File: config.mk
export PLATFORM = sky130hd
export DESIGN_NAME = hilbert_fir_param_flat
export DESIGN_NICKNAME = d
export VERILOG_FILES = /design/src/rtl/hilbert_fir_param_if.sv /design/src/rtl/hilbert_fir_param.sv /design/src/flat_wrapper.sv
export SDC_FILE = /design/constraint.sdc
export NUM_CORES = 1
export LEC_CHECK = 0
export ABC_AREA = 0
export CORE_UTILIZATION = 40
export DETAILED_ROUTE_END_ITERATION = 8
export PLACE_DENSITY = 0.6
export SYNTH_ARGS = -nofsm -noshare
export SYNTH_HDL_FRONTEND = slang
export SYNTH_SLANG_ARGS = --single-unit
File: constraint.sdc
create_clock -name clock -period 13.9 [get_ports clock]
set_input_delay 2.78 -clock clock [delete_from_list [all_inputs] [get_ports clock]]
set_output_delay 2.78 -clock clock [all_outputs]
set_load 0.005 [all_outputs]
File: src/rtl/hilbert_fir_param_if.sv
// Sample/coefficient/result bundle for hilbert_fir_param.
// CAW must equal max(1, $clog2((NTAPS+1)/4)) of the attached filter.
interface hilbert_fir_param_if #(
  parameter int DATA_W = 12,
  parameter int OUT_W  = 13,
  parameter int COEF_W = 16,
  parameter int CAW    = 1
);
  logic                     in_valid;
  logic                     in_ready;
  logic signed [DATA_W-1:0] in_data;
  logic                     coef_we;
  logic [CAW-1:0]           coef_addr;
  logic signed [COEF_W-1:0] coef_data;
  logic                     out_valid;
  logic signed [OUT_W-1:0]  out_re;
  logic signed [OUT_W-1:0]  out_im;
  logic                     out_sat;

  modport master (
    output in_valid, in_data, coef_we, coef_addr, coef_data,
    input  in_ready, out_valid, out_re, out_im, out_sat
  );

  modport slave (
    input  in_valid, in_data, coef_we, coef_addr, coef_data,
    output in_ready, out_valid, out_re, out_im, out_sat
  );
endinterface

File: src/rtl/hilbert_fir_param.sv
// Time-multiplexed antisymmetric Hilbert FIR: one shared multiplier walks the
// NH unique coefficients per sample, then emits delayed input and rounded Im.
module hilbert_fir_param #(
  parameter int DATA_W  = 12,
  parameter int OUT_W   = 13,
  parameter int COEF_W  = 16,
  parameter int NTAPS   = 7,
  parameter int H0_INIT = 20480,
  parameter int H1_INIT = 7808
) (
  input logic clock,
  input logic reset,
  hilbert_fir_param_if.slave bus
);
  localparam int M   = (NTAPS - 1) / 2;
  localparam int NH  = (NTAPS + 1) / 4;
  localparam int CAW = ($clog2(NH) < 1) ? 1 : $clog2(NH);
  localparam int DW  = DATA_W + 1;
  localparam int PW  = DATA_W + COEF_W + 1;
  localparam int AW  = PW + $clog2(NH) + 1;

  localparam logic signed [AW-1:0] RND  = AW'(1 <<< (COEF_W - 2));
  localparam logic signed [AW-1:0] OMAX = AW'((1 <<< (OUT_W - 1)) - 1);
  localparam logic signed [AW-1:0] OMIN = ~OMAX;

  typedef enum logic [1:0] {IDLE, MAC, OUT} state_t;

  state_t                   state, state_nx;
  logic [CAW-1:0]           j;
  logic signed [DATA_W-1:0] x [NTAPS];
  logic signed [COEF_W-1:0] c [NH];
  logic signed [AW-1:0]     acc, acc_fin, rnd;
  logic signed [DATA_W-1:0] xa, xb;
  logic signed [COEF_W-1:0] cj;
  logic signed [DW-1:0]     diff;
  logic signed [PW-1:0]     prod;
  logic signed [OUT_W-1:0]  im_nx;
  logic                     sat_nx;
  logic                     accept, last;

  assign bus.in_ready = (state == IDLE);
  assign accept       = (state == IDLE) && bus.in_valid;
  assign last         = (state == MAC) && (j == CAW'(NH - 1));

  always_ff @(posedge clock) begin
    if (reset) state <= IDLE;
    else       state <= state_nx;
  end

  always_comb begin
    state_nx = state;
    unique case (state)
      IDLE:    if (bus.in_valid) state_nx = MAC;
      MAC:     if (last) state_nx = OUT;
      OUT:     state_nx = IDLE;
      default: state_nx = IDLE;
    endcase
  end

  // Pick the symmetric tap pair and coefficient for term j.
  always_comb begin
    xa = '0;
    xb = '0;
    cj = '0;
    for (int unsigned i = 0; i < NH; i++) begin
      if (j == CAW'(i)) begin
        xa = x[M - (2 * i + 1)];
        xb = x[M + (2 * i + 1)];
        cj = c[i];
      end
    end
  end

  always_comb begin
    diff    = DW'(xa) - DW'(xb);
    prod    = PW'(diff) * PW'(cj);
    acc_fin = acc + AW'(prod);
    rnd     = (acc_fin + RND) >>> (COEF_W - 1);
    sat_nx  = 1'b0;
    im_nx   = rnd[OUT_W-1:0];
    if (rnd > OMAX) begin
      im_nx  = OMAX[OUT_W-1:0];
      sat_nx = 1'b1;
    end else if (rnd < OMIN) begin
      im_nx  = OMIN[OUT_W-1:0];
      sat_nx = 1'b1;
    end
  end

  always_ff @(posedge clock) begin
    if (reset) begin
      for (int unsigned k = 0; k < NTAPS; k++) x[k] <= '0;
      for (int unsigned i = 0; i < NH; i++) begin
        if (i == 0)      c[i] <= COEF_W'(H0_INIT);
        else if (i == 1) c[i] <= COEF_W'(H1_INIT);
        else             c[i] <= '0;
      end
      acc           <= '0;
      j             <= '0;
      bus.out_valid <= 1'b0;
      bus.out_re    <= '0;
      bus.out_im    <= '0;
      bus.out_sat   <= 1'b0;
    end else begin
      bus.out_valid <= 1'b0;
      if (state == IDLE) begin
        // Out-of-range addresses match no slot and are dropped.
        if (bus.coef_we) begin
          for (int unsigned i = 0; i < NH; i++)
            if (bus.coef_addr == CAW'(i)) c[i] <= bus.coef_data;
        end
        if (accept) begin
          x[0] <= bus.in_data;
          for (int unsigned k = 1; k < NTAPS; k++) x[k] <= x[k-1];
          acc <= '0;
          j   <= '0;
        end
      end else if (state == MAC) begin
        acc <= acc_fin;
        j   <= j + CAW'(1);
        if (last) begin
          bus.out_valid <= 1'b1;
          bus.out_re    <= OUT_W'(x[M]);
          bus.out_im    <= im_nx;
          bus.out_sat   <= sat_nx;
        end
      end
    end
  end
endmodule
File: src/flat_wrapper.sv
// flat-port wrapper written by rule: the top's interface ports become plain ports
module hilbert_fir_param_flat 
#(
  parameter int DATA_W  = 12,
  parameter int OUT_W   = 13,
  parameter int COEF_W  = 16,
  parameter int NTAPS   = 7,
  parameter int H0_INIT = 20480,
  parameter int H1_INIT = 7808
)
  (clock, reset, bus_in_valid, bus_in_data, bus_coef_we, bus_coef_addr, bus_coef_data, bus_in_ready, bus_out_valid, bus_out_re, bus_out_im, bus_out_sat);
  hilbert_fir_param_if #(.DATA_W(DATA_W), .OUT_W(OUT_W), .COEF_W(COEF_W)) bus_i ();
  input logic clock;
  input logic reset;
  input wire logic [$bits(bus_i.in_valid)-1:0] bus_in_valid;
  input wire logic [$bits(bus_i.in_data)-1:0] bus_in_data;
  input wire logic [$bits(bus_i.coef_we)-1:0] bus_coef_we;
  input wire logic [$bits(bus_i.coef_addr)-1:0] bus_coef_addr;
  input wire logic [$bits(bus_i.coef_data)-1:0] bus_coef_data;
  output wire logic [$bits(bus_i.in_ready)-1:0] bus_in_ready;
  output wire logic [$bits(bus_i.out_valid)-1:0] bus_out_valid;
  output wire logic [$bits(bus_i.out_re)-1:0] bus_out_re;
  output wire logic [$bits(bus_i.out_im)-1:0] bus_out_im;
  output wire logic [$bits(bus_i.out_sat)-1:0] bus_out_sat;
  assign bus_i.in_valid = bus_in_valid;
  assign bus_i.in_data = bus_in_data;
  assign bus_i.coef_we = bus_coef_we;
  assign bus_i.coef_addr = bus_coef_addr;
  assign bus_i.coef_data = bus_coef_data;
  assign bus_in_ready = bus_i.in_ready;
  assign bus_out_valid = bus_i.out_valid;
  assign bus_out_re = bus_i.out_re;
  assign bus_out_im = bus_i.out_im;
  assign bus_out_sat = bus_i.out_sat;
  hilbert_fir_param #(.DATA_W(DATA_W), .OUT_W(OUT_W), .COEF_W(COEF_W), .NTAPS(NTAPS), .H0_INIT(H0_INIT), .H1_INIT(H1_INIT)) u_core (.clock(clock), .reset(reset), .bus(bus_i));
endmodule
== After elaboration in Yosys (flattened, before gate mapping) ==
Memory sizes are Yosys's and may differ from the RTL's.
Cells that the tools add are included.
Storage, ports and cells
  flip-flop bits (word level): 61
  input port bits: 33
  output and inout bits: 29
  memory bits (writable): 116
  memories: 2
Memory list
  u_core.x: depth 7, width 12, rd ports 7, clocked after Yosys merged registers in 0, wr ports 7, line hilbert_fir_param.sv:30  | logic signed [DATA_W-1:0] x [NTAPS];
  u_core.c: depth 2, width 16, rd ports 2, clocked after Yosys merged registers in 0, wr ports 2, line hilbert_fir_param.sv:31  | logic signed [COEF_W-1:0] c [NH];
Cells by class
  bitwise operators: 11
  multiplexer cells: 42
  reduce and logical (&&, ||, !) cells: 8
  eq/ne operators: 4
  add/sub/neg operators: 4
  $mul: 1
  $lt $le $gt $ge: 2
Operators by type and width (count)
  $mux W12: 9
  $mux W31: 3
  $mux W16: 3
  $add A31 B16 Y31 const B: 1
  $add A31 B29 Y31: 1
  $mul A13 B16 Y29: 1
  $mux W13: 2
  $mux W1: 22
  $gt A16 B13 Y1 const B: 1
  $lt A16 B13 Y1 const B: 1
  $sub A12 B12 Y13: 1
  $or A1 B1 Y1: 9
  $mux W2: 2
  $ne A2 B1 Y1 const B: 2
  $pmux W2 S2: 1
  $reduce_and A2 Y1: 2
  $reduce_and A3 Y1: 1
  $reduce_or A3 Y1: 1
  $eq A2 B1 Y1 const B: 1
  $logic_and A1 B1 Y1: 2
  $logic_not A2 Y1: 1
  $ne A2 B2 Y1 const B: 1
  $not A1 Y1: 2
  $reduce_bool A2 Y1: 1
  $add A1 B1 Y1 const B: 1

== Logic depth before layout (Yosys ltp) ==
Gate-level depths: netlist (run 1).
  word-level depth: 8
  gate-level depth with buffers: 47
  depth with buffers taken out: 40

== Worst setup path before layout (run 1) ==
Ideal clock, no wire load.
  path type: reg-to-reg
  start: register u_core.j
  end: register u_core.bus.out_im[8]
  setup time: 0.122 ns
  cell stages (with the launch flop): 45
  period minus slack after synthesis: 11.411 ns
  data arrival time: 11.289 ns
  setup slack: 2.489 ns
  data required time: 13.778 ns
  buffers on the path: 7
  path through: dfxtp_1 > clkbuf_1 > clkbuf_1 > buf_1 > clkbuf_1 > mux2i_1 > ha_1 > inv_1 > fa_1 > nand2_1 > nand2_1 > a21oi_1 > o21ai_0 > a21oi_1 > o21ai_0 > a21oi_1 > o21bai_1 > a21oi_1 > (+9 left out) > fa_1 > inv_1 > ha_1 > buf_2 > nand2_1 > o21ai_0 > mux2_2 > a211oi_1 > ha_1 > inv_1 > nor3b_1 > nand4_2 > nor4_4 > a41oi_2 > o211a_1 > o21a_1 > buf_6 > a221o_1
Between the ends
  longest elaborated chain between the ends: 8
  elaborated cells on any way between the ends: 13
RTL lines
  from (decl): line hilbert_fir_param.sv:29  | logic [CAW-1:0] j;
  from (signal assigned): line hilbert_fir_param.sv:120  | j <= j + CAW'(1);
  $mux W12: line hilbert_fir_param.sv:66  | if (j == CAW'(i)) begin
  $sub A12 B12 Y13: line hilbert_fir_param.sv:75  | diff = DW'(xa) - DW'(xb);
  $mul A13 B16 Y29: line hilbert_fir_param.sv:76  | prod = PW'(diff) * PW'(cj);
  $add A31 B29 Y31: line hilbert_fir_param.sv:77  | acc_fin = acc + AW'(prod);
  $add A31 B16 Y31: line hilbert_fir_param.sv:78  | rnd = (acc_fin + RND) >>> (COEF_W - 1);
  $lt A16 B13 Y1: line hilbert_fir_param.sv:84  | end else if (rnd < OMIN) begin
  $mux W13: line hilbert_fir_param.sv:84
  $mux W13: line hilbert_fir_param.sv:81  | if (rnd > OMAX) begin
  to (signal assigned): line hilbert_fir_param.sv:124  | bus.out_im <= im_nx;
  to (decl): line hilbert_fir_param_if.sv:27  | output in_ready, out_valid, out_re, out_im, out_sat
Several ways; a longest one is shown, not always the timed one.
A chain may end at the register's enable or synchronous reset.

== Worst setup path in the final report (run 1) ==
Same ends and word-level chain as after synthesis.

==> flow_summary.yaml, run 1 <==
global_routing:
  grt_pass1_vias: 12646
  grt_max_degree: 85
  grt_antenna_before_repair: 0
  grt_pass1_wl_um: 66620
  grt_usage_pct: 20.00
  grt_overflow: 0
critical_path:
  crit_type: "flop to flop"
  cp.arrival_ns: 11.74
  cp_max_fo: 27
  startpoint_type: "flop"
  cp_data_required_time_ns: 14.29
  path_buf_inv: 6
  crit_path_end_kind: "flop"
  slowest_delay_ns: 0.81
  crit_top_cell: "fa_1"
  slowest_stage: "dfxtp_2"
  cp_top_family: "adder cells"
yosys:
  synth-main-ff-cell: "edfxtp_1"
  syn-instance-count: 1716
  synth_cell_types: 72
  synthTopCellsByArea: "fa_1 28%, edfxtp_1 20%, ha_1 7.4%"
  syn_nets: 2092
  yosysWarnings: 0
  yosysSeqAreaShare_pct: 27.44
  yosys.area.top_type: "fa_1"
  synth-edff-count: 116
  yosys.area.top_type_share_pct: 28.25
  syn_area_per_cell_um2: 9.993
  synth_seq_cells: 177
  synth_area_um2: 17150
  async_flop_share_pct: 0
final_layout:
  drive_above_1_share_pct: 6.183
  fillCellCount: 3961
  area_growth_pct: 10.59
  multi_input_area_um2: 11090
  layout_commonest_cell: "inv_1"
  mostFrequentLayoutCells: "301 x inv_1, 242 x fa_1, 183 x nand2_1"
  instances_no_fill: 2302
  diodes: 0
  nets: 2126
  ff_latch_area_um2: 4706
sta:
  fmax_ghz: 0.08806
  fin_setup_tns_ns: 0
  setup_viol: 0
  fin_crit_sh_pct: 81.70
  slew_viol_final: 0
  rsz0062_at_grt: "no"
  skew_ns: 0.01907
  finalHoldViolations: 0
  slew_headroom_pct: 25.90
  fin_crit_ns: 11.36
  worst_slew_pin_slew_ns: 1.111
die:
  die_x_um: 209.1
  fp.dieArea_um2: 43700
  rows: 75
  fp.coreArea_um2: 42130
  initial_utilization_pct: 40.70
  pin_count: 62
  die_y_um: 209.1
clock_tree:
  ctsHoldBuffers: 0
  post_cts_buffers: 0
  path_clk_slew_ns: 0.08
  htreeDepth: 4
  clk_latency_ns: 0.49
  cts.sinks: 177
  cts_tree: "built"
  clockBufferDepth: 2
  numCtsBuffers: 17
  clock-root-buffer: "clkbuf_16"
  cts.repair.resized: 0
run_status:
  status: "completed"
drt:
  wl_per_cell_um: 17.55
  wl_um: 40400
  vias: 11975
  drt-vias-per-instance: 5.202
  postRouteAntennaNets: 0
  first_iter_violations: 817
  drt-pass1-iter-count: 5
  drcViolationCount: 0
place:
  post-dp-hpwl_um: 31400
  dp_cells: 2270
  gp_congestion: 0.8675
  io_buffers: 61
hold_path:
  hp-class: "flop to flop"
flow_run:
  cap_viol_max_count: 0
[final timing paths]
path	startpoint	endpoint	slack (ns)	cells past startpoint
max	u_core.j	u_core.bus.out_im[8]	2.54	39
min	u_core.bus.out_re[4]	u_core.bus.out_re[4]	0.46	2
max reg2reg	u_core.j	u_core.bus.out_im[8]	2.54	39
min reg2reg	u_core.bus.out_re[4]	u_core.bus.out_re[4]	0.46	2
[state kept, by name (all words and copies together), names as in the netlist]
name / flops
u_core.acc: 31
u_core.bus.out_im: 13
u_core.bus.out_re: 12
u_core.bus.out_sat: 1
u_core.bus.out_valid: 1
u_core.c: 32
u_core.j: 1
u_core.state: 2
u_core.x: 84
[kinds of logic (layout without fill, tap and decap cells)]
logic type | Yosys count | count (layout) | synth area share (%)
mux | 60 | 60 | 3.714
buf+inv | 366 | 413 | 8.158
xor+xnor | 48 | 48 | 2.495
compound gates | 192 | 192 | 7.684
flops | 177 | 177 | 27.44
simple gates | 530 | 530 | 14.89
fa+ha+maj | 343 | 343 | 35.62
[through the flow]
step	cell area (um^2)	hold WS [ns]	setup slack (ns)	utilization [%]
floorplan	17150	0.4362	2.489	-
global placement	18340	0.4454	2.840	43.54
detailed placement	18340	0.4494	2.559	43.54
CTS	18960	0.4620	2.528	45.01
global route	18960	0.4752	1.718	45.01
finish	18960	0.4586	2.544	45.01
[tightest hold or removal path, cell delays in order (launching register included)]
cell	delay (ns)
dfxtp_1	0.32
nand2_1	0.05
a21oi_1	0.05
[synth_stat cells, drive strengths merged, types with 21 or more instances]
library cell,count
fa,242
o21ai,36
dfxtp,61
edfxtp,116
nor2b,21
mux2,29
nor2,139
xnor2,36
a22oi,26
ha,101
inv,301
mux2i,31
clkbuf,52
and2,109
nand2,183
a21oi,56
[layer usage]
layer | global-route usage (%) | share of wire (%)
met1 | 25.45 | 43
met2 | 34.23 | 50
met3 | 3.336 | 4.7
met4 | 7.175 | 2.6
met5 | 0 | 0
[layout make-up]
| cell class | count | share of cell area [%] |
|---|---|---|
| timing repair buffer | 80 | 3.945 |
| multi-input combinational | 1173 | 58.45 |
| clock buffer | 18 | 2.316 |
| clock inverter | 14 | 0.9567 |
| sequential | 177 | 24.81 |
| tap | 539 | 3.556 |
| inverter | 301 | 5.958 |
Power of run 1 is not shown: default switching activity piles up to over one toggle a cycle in this logic, so the estimate is an artifact.
==> inputs of run 2 (changes only) <==
PLACE_DENSITY = 0.62   (was 0.6)
clock period = 9.8 ns   (was 13.9 ns; I/O delays follow)
==> flow_summary.yaml, run 2 (same netlist as run 1, synthesis figures left out) <==
sta:
  fmax_ghz: 0.1059
  slew_headroom_pct: 25.22
  skew_ns: 0.01222
  setup_viol: 0
  slew_viol_final: 0
  worst_slew_pin_slew_ns: 1.122
  finalHoldViolations: 0
  fin_crit_sh_pct: 96.34
  fin_ws_ns: 0.3586
  fin_crit_ns: 9.441
drt:
  wl_um: 41550
  postRouteAntennaNets: 0
  drt-vias-per-instance: 5.114
  wl_per_cell_um: 17.41
  drt-pass1-iter-count: 5
  first_iter_violations: 608
  drcViolationCount: 0
  vias: 12201
global_routing:
  grt.busiest_layer: "met2"
  grt_pass1_wl_um: 68850
  grt_antenna_before_repair: 0
  use_met3_pct: 3.186
  grt_usage_pct: 20.43
  grt_max_degree: 85
  grt_pass1_vias: 13226
  gr-usage-met2_pct: 34.77
  globalRouteMet1Util_pct: 26.12
  grt_overflow: 0
final_layout:
  regMostFlops: "u_core.x"
  layout_commonest_cell: "inv_1"
  diodes: 0
  mostFrequentLayoutCells: "301 x inv_1, 240 x fa_1, 181 x nand2_1"
  area_growth_pct: 16.23
  nets: 2210
  drive_above_1_share_pct: 13.21
  fillCellCount: 3920
  top_regs: "u_core.x: 84 flops, u_core.c: 32 flops, u_core.acc: 31 flops"
  largest_reg_flops: 84
clock_tree:
  clockBufferDepth: 2
  cts.sinks: 177
  clock-root-buffer: "clkbuf_16"
  ctsHoldBuffers: 0
  clk_latency_ns: 0.47
  cts_tree: "built"
  path_clk_slew_ns: 0.08
  htreeDepth: 4
  numCtsBuffers: 17
critical_path:
  crit_type: "flop to flop"
  cp.arrival_ns: 9.79
  cp_data_required_time_ns: 10.15
  crit_path_end_kind: "flop"
  cp_max_fo: 10
  slowest_stage: "fa_2"
  startpoint_type: "flop"
  crit_top_cell: "fa_1"
  rr_worst_depth: 41
  slowest_delay_ns: 0.57
die:
  pin_count: 62
  rows: 75
  fp.dieArea_um2: 43700
  die_y_um: 209.1
  die_x_um: 209.1
  fp.coreArea_um2: 42130
  initial_utilization_pct: 40.70
hold_path:
  min_path_cells: 2
  hp-class: "flop to flop"
run_status:
  status: "completed"
place:
  gp_congestion: 0.9055
  post-place-ws_ns: -0.2919
  io_buffers: 61
  post-dp-hpwl_um: 32440
flow_run:
  cap_viol_max_count: 0
[run 2: final cells by class]
class                           count  area, um^2  area share [%]
Clock buffer                       18       429.2           2.153
Clock inverter                     14       182.7          0.9166
Inverter                          301        1130           5.669
Multi-Input combinational cell   1173       11400           57.22
Sequential cell                   177        4708           23.62
Tap cell                          539       674.4           3.384
Timing Repair Buffer              164        1401           7.031
[run 2: timing repair]
item | 4_1_cts | 5_1_grt
resized for setup | 9 | 66
pin swaps | 3 | 38
endpoints found under the setup margin | 14 | 14
setup buffers | 4 | 19
[run 2: worst max-delay path: cells and delay by family, from the launching register on]
kind                       cells  cell delay (ns)
and+or+nand+nor                7             0.97
xor gates and xnor gates       1             0.15
AOI/OAI and AO/OA             13             2.37
muxes                          2             0.57
adders and majority gates     10             4.10
buffers and inverters          8             0.73
DFF                            1             0.40
[run 2: worst paths after layout]
check                            start  slack (ns)              endpoint
setup / recovery              u_core.j        0.36  u_core.bus.out_im[1]
hold / removal    u_core.bus.out_re[5]        0.46  u_core.bus.out_re[5]
setup reg to reg              u_core.j        0.36  u_core.bus.out_im[1]
hold reg to reg   u_core.bus.out_re[5]        0.46  u_core.bus.out_re[5]
[run 2: metrics by stage]
step / std cells / setup TNS, ns / util (%) / hold WS, ns / instance area, um^2
floorplan: 1716 / 0 / - / 0.4362 / 17260
global placement: 2332 / -0.6717 / 44.74 / 0.4460 / 18850
detailed placement: 2332 / -3.004 / 44.74 / 0.4482 / 18850
CTS: 2368 / 0 / 46.34 / 0.4584 / 19530
global route: 2386 / -1.035 / 47.30 / 0.4869 / 19930
finish: 2386 / 0 / 47.30 / 0.4566 / 19930
[run 2: per-layer routing]
metal	routed length, um	vias to the layer above	share of wire [%]
met2	20540	260	49
met4	1237	0	3.0
met1	17980	6160	43
met5	0	-	0
met3	1788	64	4.3
li1	-	5717	-
Power of run 2 is left out for the same reason.
==> inputs of run 3 (changes only) <==
--- a/config.mk
+++ b/config.mk
@@ -11,2 +11,3 @@
 export PLACE_DENSITY = 0.62
+export SKIP_LAST_GASP = 1
 export SYNTH_ARGS = -nofsm -noshare
==> constraint.sdc (replaced) <==
create_clock -name clock -period 9.8 [get_ports clock]
set_input_delay 0.98 -clock clock [delete_from_list [all_inputs] [get_ports clock]]
set_output_delay 0.98 -clock clock [all_outputs]
set_load 0.005 [all_outputs]
==> results of run 3 <==
Final layout, timing and power as in run 2 (identical DEF).
Power of run 3 is left out for the same reason.
